===== config.mk =====
export PLATFORM = sky130hd
export DESIGN_NAME = countdown_sequencer_flat
export DESIGN_NICKNAME = d
export VERILOG_FILES = /design/src/rtl/countdown_sequencer_if.sv /design/src/rtl/countdown_sequencer.sv /design/src/flat_wrapper.sv
export SDC_FILE = /design/constraint.sdc
export NUM_CORES = 1
export LEC_CHECK = 0
export CAP_MARGIN = 20
export CORE_MARGIN = 2
export CORE_UTILIZATION = 57
export CTS_CLUSTER_SIZE = 40
export DETAILED_ROUTE_END_ITERATION = 6
export PLACE_DENSITY = 0.87
export SYNTH_ARGS = -nofsm -noshare
export SYNTH_HDL_FRONTEND = slang
export SYNTH_SLANG_ARGS = --single-unit

===== constraint.sdc =====
create_clock -name clk -period 6.81 [get_ports clk]
set_clock_uncertainty 0.2 [all_clocks]
set_input_delay 0.681 -clock clk [delete_from_list [all_inputs] [get_ports clk]]
set_output_delay 0.681 -clock clk [all_outputs]
set_load 0.005 [all_outputs]

===== src/rtl/countdown_sequencer_if.sv =====
// rtl/countdown_sequencer_if.sv - sequencer control, counter handshake and status bundle
// Signals:
//   go, abort, repeat_n     : sequence request, cancel, runs per sequence
//   cnt_ready, cnt_q        : downstream counter status (ready while at 0) and value
//   start                   : start request to the downstream counter
//   busy, done, error       : sequencer status
//   runs_done               : completed runs in current/last sequence
// Modports: master drives requests and counter status, slave is the sequencer.
interface countdown_sequencer_if;
  logic       go;
  logic       abort;
  logic [3:0] repeat_n;
  logic       cnt_ready;
  logic [4:0] cnt_q;
  logic       start;
  logic       busy;
  logic       done;
  logic       error;
  logic [3:0] runs_done;

  modport master (
    output go, abort, repeat_n, cnt_ready, cnt_q,
    input  start, busy, done, error, runs_done
  );

  modport slave (
    input  go, abort, repeat_n, cnt_ready, cnt_q,
    output start, busy, done, error, runs_done
  );
endinterface


===== src/rtl/countdown_sequencer.sv =====
// rtl/countdown_sequencer.sv - runs a downstream countdown counter repeat_n times per request
// Ports:
//   clk : rising-edge clock
//   rst : asynchronous active-high reset
//   bus : countdown_sequencer_if.slave (requests, counter status, registered outputs)
// Parameters:
//   ARM_TO : cycles allowed in ARM for the counter to leave zero
//   RUN_TO : cycles allowed in RUN for the counter to return to zero
module countdown_sequencer #(
  parameter int ARM_TO = 4,
  parameter int RUN_TO = 16
) (
  input  logic                  clk,
  input  logic                  rst,
  countdown_sequencer_if.slave  bus
);

  localparam int TMAX = (ARM_TO > RUN_TO) ? ARM_TO : RUN_TO;
  localparam int TW   = $clog2(TMAX + 1);

  typedef enum logic [2:0] {
    S_IDLE = 3'd0,
    S_ARM  = 3'd1,
    S_RUN  = 3'd2,
    S_DONE = 3'd3,
    S_ERR  = 3'd4
  } state_t;

  state_t        state_q, state_d;
  logic [3:0]    remaining_q, remaining_d;
  logic [3:0]    runs_done_q, runs_done_d;
  logic [4:0]    last_q, last_d;
  logic [TW-1:0] tmr_q, tmr_d;
  logic          start_q, start_d;
  logic          busy_q, busy_d;
  logic          done_q, done_d;
  logic          error_q, error_d;

  // The first RUN cycle compares against the value seen on the last ARM
  // cycle, so last_q tracks cnt_q in every state.
  logic step_bad;
  assign step_bad = (last_q == 5'd0) || (bus.cnt_q != last_q - 5'd1);

  // State register (also holds all datapath and registered outputs)
  always_ff @(posedge clk or posedge rst) begin
    if (rst) begin
      state_q     <= S_IDLE;
      remaining_q <= '0;
      runs_done_q <= '0;
      last_q      <= '0;
      tmr_q       <= '0;
      start_q     <= 1'b0;
      busy_q      <= 1'b0;
      done_q      <= 1'b0;
      error_q     <= 1'b0;
    end else begin
      state_q     <= state_d;
      remaining_q <= remaining_d;
      runs_done_q <= runs_done_d;
      last_q      <= last_d;
      tmr_q       <= tmr_d;
      start_q     <= start_d;
      busy_q      <= busy_d;
      done_q      <= done_d;
      error_q     <= error_d;
    end
  end

  // Next-state logic
  always_comb begin
    state_d     = state_q;
    remaining_d = remaining_q;
    runs_done_d = runs_done_q;
    last_d      = bus.cnt_q;
    unique case (state_q)
      S_IDLE: begin
        if (bus.go && !bus.abort) begin
          runs_done_d = '0;
          if (bus.repeat_n == 4'd0) begin
            state_d = S_DONE;
          end else begin
            state_d     = S_ARM;
            remaining_d = bus.repeat_n;
          end
        end
      end
      S_ARM: begin
        if (bus.abort)                          state_d = S_IDLE;
        else if (bus.cnt_q != 5'd0)             state_d = S_RUN;
        else if (tmr_q == TW'(ARM_TO - 1))      state_d = S_ERR;
      end
      S_RUN: begin
        if (bus.abort) begin
          state_d = S_IDLE;
        end else if (step_bad) begin
          state_d = S_ERR;
        end else if (bus.cnt_q == 5'd0) begin
          if (bus.cnt_ready) begin
            runs_done_d = (runs_done_q == 4'hf) ? 4'hf : runs_done_q + 4'd1;
            remaining_d = remaining_q - 4'd1;
            state_d     = (remaining_q == 4'd1) ? S_DONE : S_ARM;
          end else begin
            state_d = S_ERR;
          end
        end else if (tmr_q == TW'(RUN_TO - 1)) begin
          state_d = S_ERR;
        end
      end
      S_DONE: state_d = S_IDLE;
      S_ERR: begin
        if (bus.go) state_d = S_IDLE;
      end
      default: state_d = S_IDLE;
    endcase

    // Timeouts restart on every state entry, including RUN -> ARM re-arm.
    if ((state_d == state_q) && ((state_q == S_ARM) || (state_q == S_RUN)))
      tmr_d = tmr_q + TW'(1);
    else
      tmr_d = '0;
  end

  // Output logic: registered outputs decoded from the next state
  always_comb begin
    start_d = (state_d == S_ARM);
    busy_d  = (state_d == S_ARM) || (state_d == S_RUN);
    done_d  = (state_d == S_DONE);
    error_d = (state_d == S_ERR);
  end

  assign bus.start     = start_q;
  assign bus.busy      = busy_q;
  assign bus.done      = done_q;
  assign bus.error     = error_q;
  assign bus.runs_done = runs_done_q;

endmodule

===== src/flat_wrapper.sv =====
// flat-port wrapper written by rule: the top's interface ports become plain ports
module countdown_sequencer_flat 
#(
  parameter int ARM_TO = 4,
  parameter int RUN_TO = 16
)
  (clk, rst, bus_go, bus_abort, bus_repeat_n, bus_cnt_ready, bus_cnt_q, bus_start, bus_busy, bus_done, bus_error, bus_runs_done);
  countdown_sequencer_if bus_i ();
  input  logic clk;
  input  logic rst;
  input wire logic [$bits(bus_i.go)-1:0] bus_go;
  input wire logic [$bits(bus_i.abort)-1:0] bus_abort;
  input wire logic [$bits(bus_i.repeat_n)-1:0] bus_repeat_n;
  input wire logic [$bits(bus_i.cnt_ready)-1:0] bus_cnt_ready;
  input wire logic [$bits(bus_i.cnt_q)-1:0] bus_cnt_q;
  output wire logic [$bits(bus_i.start)-1:0] bus_start;
  output wire logic [$bits(bus_i.busy)-1:0] bus_busy;
  output wire logic [$bits(bus_i.done)-1:0] bus_done;
  output wire logic [$bits(bus_i.error)-1:0] bus_error;
  output wire logic [$bits(bus_i.runs_done)-1:0] bus_runs_done;
  assign bus_i.go = bus_go;
  assign bus_i.abort = bus_abort;
  assign bus_i.repeat_n = bus_repeat_n;
  assign bus_i.cnt_ready = bus_cnt_ready;
  assign bus_i.cnt_q = bus_cnt_q;
  assign bus_start = bus_i.start;
  assign bus_busy = bus_i.busy;
  assign bus_done = bus_i.done;
  assign bus_error = bus_i.error;
  assign bus_runs_done = bus_i.runs_done;
  countdown_sequencer #(.ARM_TO(ARM_TO), .RUN_TO(RUN_TO)) u_core (.clk(clk), .rst(rst), .bus(bus_i));
endmodule

# --- Word-level counts from Yosys, hierarchy flattened ---
# Index checks and enable logic that the tools add are counted.
op_classes:
  add_sub_neg: 4
  n_eq_ne: 19
  muxes: 28
  reduce_logical: 14
ops:
  columns: ["cell", "n"]
  rows:
  - ["two-way mux 4 bit", 12]
  - ["two-way mux 3 bit", 10]
  - ["case mux 4 bit (2 select lines)", 2]
  - ["case mux 3 bit (4 select lines)", 1]
  - ["logical NOT 5 bit", 2]
  - ["equality test 3 x 2 -> 1 bit, second input constant", 3]
  - ["!= test 2 bit, second input constant", 4]
  - ["AND reduction 7 bit", 1]
  - ["equality test 3 x 1 -> 1 bit, second input constant", 2]
  - ["equality test 3 bit, second input constant", 2]
  - ["AND reduction 6 bit", 1]
  - ["adder 5 x 1 -> 5 bit, second input constant", 1]
  - ["equality test 5 x 2 -> 1 bit, second input constant", 1]
  - ["equality test 5 x 4 -> 1 bit, second input constant", 1]
  - ["two-way mux 5 bit", 1]
  - ["!= test 5 bit", 1]
  - ["nonzero test 5 bit", 1]
  - ["subtractor 5 x 1 -> 5 bit, second input constant", 1]
  - ["adder 4 x 1 -> 4 bit, second input constant", 1]
  - ["equality test 4 x 1 -> 1 bit, second input constant", 1]
  - ["equality test 4 bit, second input constant", 1]
  - ["logical NOT 4 bit", 1]
  - ["two-way mux 2 bit", 2]
  - ["!= test 2 x 1 -> 1 bit, second input constant", 2]
  - ["7 further kinds", 10]
word_totals:
  regBits: 25
  in_bits: 14
  output_inout_bits: 8
  word_cells: 74

# --- Longest topological paths before layout ---
depth:
  word_depth: 10
  mapped_depth: 8
  ltp_nobuf: 8

# --- Least setup slack after synthesis ---
# Ideal clock, no wire load.
synth_path:
  path_type: "input-to-reg"
  startpoint: "in bus_abort"
  endpoint: "reg u_core.tmr_q[2]"
  setup_time_ns: 0.136
  arrival_ns: 2.021
  required_time_ns: 6.474
  slack_ns: 4.454
  cell_stages: 5
  path_buffers: 1
  cell_sequence: "clkbuf_1 > nor4_1 > a21oi_1 > a21oi_2 > nor3_1"
synth_via:
  elab_chain_len: 7
  elab_cells_between_ends: 9
  classes_between: "1 x eq/ne; 5 x mux; 3 x reduce/logical"
synth_lines:
  columns: ["element", "line", "rtl"]
  rows:
  - ["start: declaration", "flat_wrapper.sv:12", "input wire logic [$bits(bus_i.abort)-1:0] bus_abort;"]
  - ["logical NOT 1 bit", "countdown_sequencer.sv:77", "if (bus.go && !bus.abort) begin"]
  - ["logical AND 1 bit", "countdown_sequencer.sv:77", null]
  - ["two-way mux 3 bit", "countdown_sequencer.sv:77", null]
  - ["case mux 3 bit (4 select lines) (*)", "countdown_sequencer.sv:75", "unique case (state_q)"]
  - ["equality test 3 bit (*)", "countdown_sequencer.sv:117", "if ((state_d == state_q) && ((state_q == S_ARM) || (state_q == S_RUN)))"]
  - ["logical AND 1 bit (*)", "countdown_sequencer.sv:117", null]
  - ["two-way mux 5 bit (*)", "countdown_sequencer.sv:117", null]
  - ["via u_core.tmr_d[2]", "countdown_sequencer.sv:33", "logic [TW-1:0] tmr_q, tmr_d;"]
  - ["end signal: assignment", "countdown_sequencer.sv:61", "tmr_q <= tmr_d;"]
  - ["end: declaration", "countdown_sequencer.sv:33", null]
# Mark *: on every way through the listed nets, which the timed path passes. The rest lies on a longest branch.
# A chain may end at the register's enable or synchronous reset.

# --- Worst setup path after layout ---
layout_path:
  startpoint: "in bus_abort"
  endpoint: "reg u_core.tmr_q[3]"
# Same word-level chain as after synthesis.

==> flow_summary.yaml <==
run_status:
  status: "completed"
floorplanning:
  num_io_pins: 22
  core-area_um2: 2480
  rows: 18
  die_area_um2: 3040
  die_y_um: 55.1
  die_w_um: 55.1
  initial_core_util: 0.601
setup_path:
  cp_slowest_cell: "nor4_1"
  crit_buf_inv: 1
  r2r_slack_ns: 4.20
  cpPeakStageDelay_ns: 0.79
  worstSetupPathType: "in2reg"
  worstSetupStartpointType: "primary input"
  crit_family: "simple AND/OR/NAND/NOR gates"
  crit_chain: "clkdlybuf4s50_1 > nor4_1 > a21oi_1 > a21oi_2 > nor3_1"
  critical_path_peak_fanout: 9
  critPathCaptureType: "register"
  cp.required_ns: 6.82
  arrival_ns: 2.75
global_routing:
  grt_max_degree: 26
  grt_overflow: 0
  track_usage: 0.246
  grt_pass1_vias: 1168
  antenna_found_initial: 0
  grt_first_pass_wirelength_um: 5160
timing:
  rsz0062_at_grt: "no"
  fin_setup_tns_ns: 0
  drv_slew: 0
  hold_viol: 0
  worst_slew_pin_slew_ns: 0.911
  fin_crit_ns: 2.73
  relSlewSlack: 0.392
  setup_viol: 0
  max_freq_ghz: 0.366
  period_share: 0.402
pwr:
  vdd_drop_max_uv: 168
  leakage_uw: 0.000698
  p_clk_frac: 0.199
  pwr-share-comb: 0.268
  seqPwrFrac: 0.533
  internal-power_uw: 234
  p_sw_uw: 113
  power_density_nw_per_um2: 198
  switching_share: 0.325
synthesis:
  ys.flop_type: "dfrtp_1"
  yosys.cell_types.count: 45
  syn_area_per_cell_um2: 9.99
  syn_area_um2: 1490
  synth_top_area_frac: 0.420
  ys_top_cells_by_area: "dfrtp_1, ha_1, xnor2_1"
  ys_seq_area_frac: 0.420
  ys_ff_latch: 25
  syn_nets: 169
  synth_edf_count: 0
  yosys_warnings: 0
  ys_async_sr_fraction: 1.00
  synthCells: 149
  synth_top_area_cell: "dfrtp_1"
final_layout:
  fin_util: 0.707
  num-nets-final: 192
  n_antenna_cell: 0
  final-seq-area_um2: 626
  area_delta_synth_final_pct: 17.6
  drive_above_1_share: 0.105
  fillers: 200
  multi_input_area_um2: 817
clock_network:
  htreeDepth: 1
  cts_resized: 0
  numCtsBuffers: 3
  cts_setup_buffers: 0
  cts_hold_buf: 0
  cts_sinks: 25
  cts_tree: "built"
  cts_buffer_depth: 2
  clkLatencyLatePin_ns: 0.33
  clockRootBuffer: "clkbuf_4"
  worst_setup_hold_path_clk_slew_ns: 0.13
detailed_routing:
  drtPass1Iterations: 4
  via_per_inst: 6.10
  drtIter0Drc: 39
  routed_wl_um: 3180
  ant_nets: 0
  wl_per_cell_um: 15.8
  num_vias: 1227
  drc: 0
run:
  maxCapViolations: 0
place:
  dp_hpwl_um: 2470
  io_buffers: 21
  place.gp.congestion: 0.900
worst_hold_path:
  holdCritPathClass: "reg2reg"
## cells in the mapped netlist, types with 3 or more instances
| cell | number |
|---|---|
| ha_1 | 6 |
| nand3_1 | 7 |
| nor2_1 | 6 |
| nor3_1 | 10 |
| a31oi_1 | 5 |
| o21ai_0 | 6 |
| xnor2_1 | 6 |
| o31ai_1 | 3 |
| dfrtp_1 | 25 |
| xor2_1 | 4 |
| nor2b_1 | 3 |
| inv_1 | 9 |
| a21oi_1 | 4 |
| nand2_1 | 8 |
| nor4_1 | 5 |
| o2bb2ai_1 | 3 |
## worst register-to-register path, stage by stage, from the launching register on
cell and delay [ns]:
dfrtp_1 0.42, inv_1 0.06, ha_1 0.22, nor3b_2 0.17, xor2_1 0.14, o21ai_1 0.46, nand2_1 0.18, a21oi_2 0.28
mux2_2 0.37
## sequential cells by signal (all words and copies together) (netlist names)
signal                flops
u_core.remaining_q        4
u_core.bus.busy           1
u_core.tmr_q              5
u_core.bus.start          1
u_core.bus.runs_done      4
u_core.state_q            3
u_core.last_q             5
u_core.bus.done           1
u_core.bus.error          1
## path summary, 6_finish.rpt
kind / to / from / cells past startpoint
max in group asynchronous: u_core.bus.busy / rst / 2
setup reg to reg: u_core.remaining_q[1] / u_core.last_q[0] / 8
hold reg to reg: u_core.tmr_q[0] / u_core.tmr_q[0] / 1
setup / recovery: u_core.tmr_q[3] / bus_abort / 5
hold / removal: u_core.tmr_q[0] / u_core.tmr_q[0] / 1
min in group asynchronous: u_core.last_q[3] / rst / 2
## cells by family after synthesis
| logic type | Yosys count | synth area share |
|---|---|---|
| buffers and inverters | 12 | 0.0311 |
| DFF | 25 | 0.420 |
| and+or+nand+nor | 60 | 0.268 |
| xor gates and xnor gates | 10 | 0.0588 |
| adders and majority gates | 6 | 0.0504 |
| muxes | 1 | 0.00756 |
| AOI/OAI and AO/OA | 35 | 0.164 |
## power by group through the flow
stage	registers (uW)	logic, uW	clock network, uW
2_1_floorplan	181	62.4	0
3_3_place_gp	185	87.9	0
3_5_place_dp	188	93.1	0
4_1_cts	184	93.5	70.9
5_1_grt	187	104	75.8
6_report	185	92.8	68.8
## metal layers
layer | track usage | part of all wire
met1 | 0.293 | 0.42
met5 | 0 | 0
met2 | 0.423 | 0.51
met3 | 0.0323 | 0.043
met4 | 0.146 | 0.027
## layout make-up
| type | instances | share of cell area |
|---|---|---|
| multi-input cells | 112 | 0.467 |
| flip-flops and latches | 25 | 0.357 |
| repair buffers | 21 | 0.120 |
| well taps | 30 | 0.0214 |
| inverters | 9 | 0.0193 |
| clock buffers | 4 | 0.0150 |
## layout by cell type (no fill, tap or decap), drive strengths merged, types with 6 or more instances in the layout
master	count
a21oi	6
nor3	11
nand2	10
inv	9
o21ai	7
dfrtp	25
nor3b	6
ha	6
nand3	7
xnor2	6
clkdlybuf4s50	21
nor2	6
## per-stage QoR
| stage | total power, uW | instances | hold slack, ns | area [um2] | setup slack, ns |
|---|---|---|---|---|---|
| after floorplan | 243 | 149 | 0.244 | 1490 | 4.45 |
| after global placement | 273 | 197 | 0.255 | 1720 | 3.79 |
| after detailed placement | 281 | 197 | 0.290 | 1720 | 3.73 |
| after CTS | 349 | 201 | 0.307 | 1750 | 4.10 |
| after global routing | 367 | 201 | 0.320 | 1750 | 3.99 |
| final | 346 | 201 | 0.297 | 1750 | 4.08 |
Power figures use the tool's default switching activity.
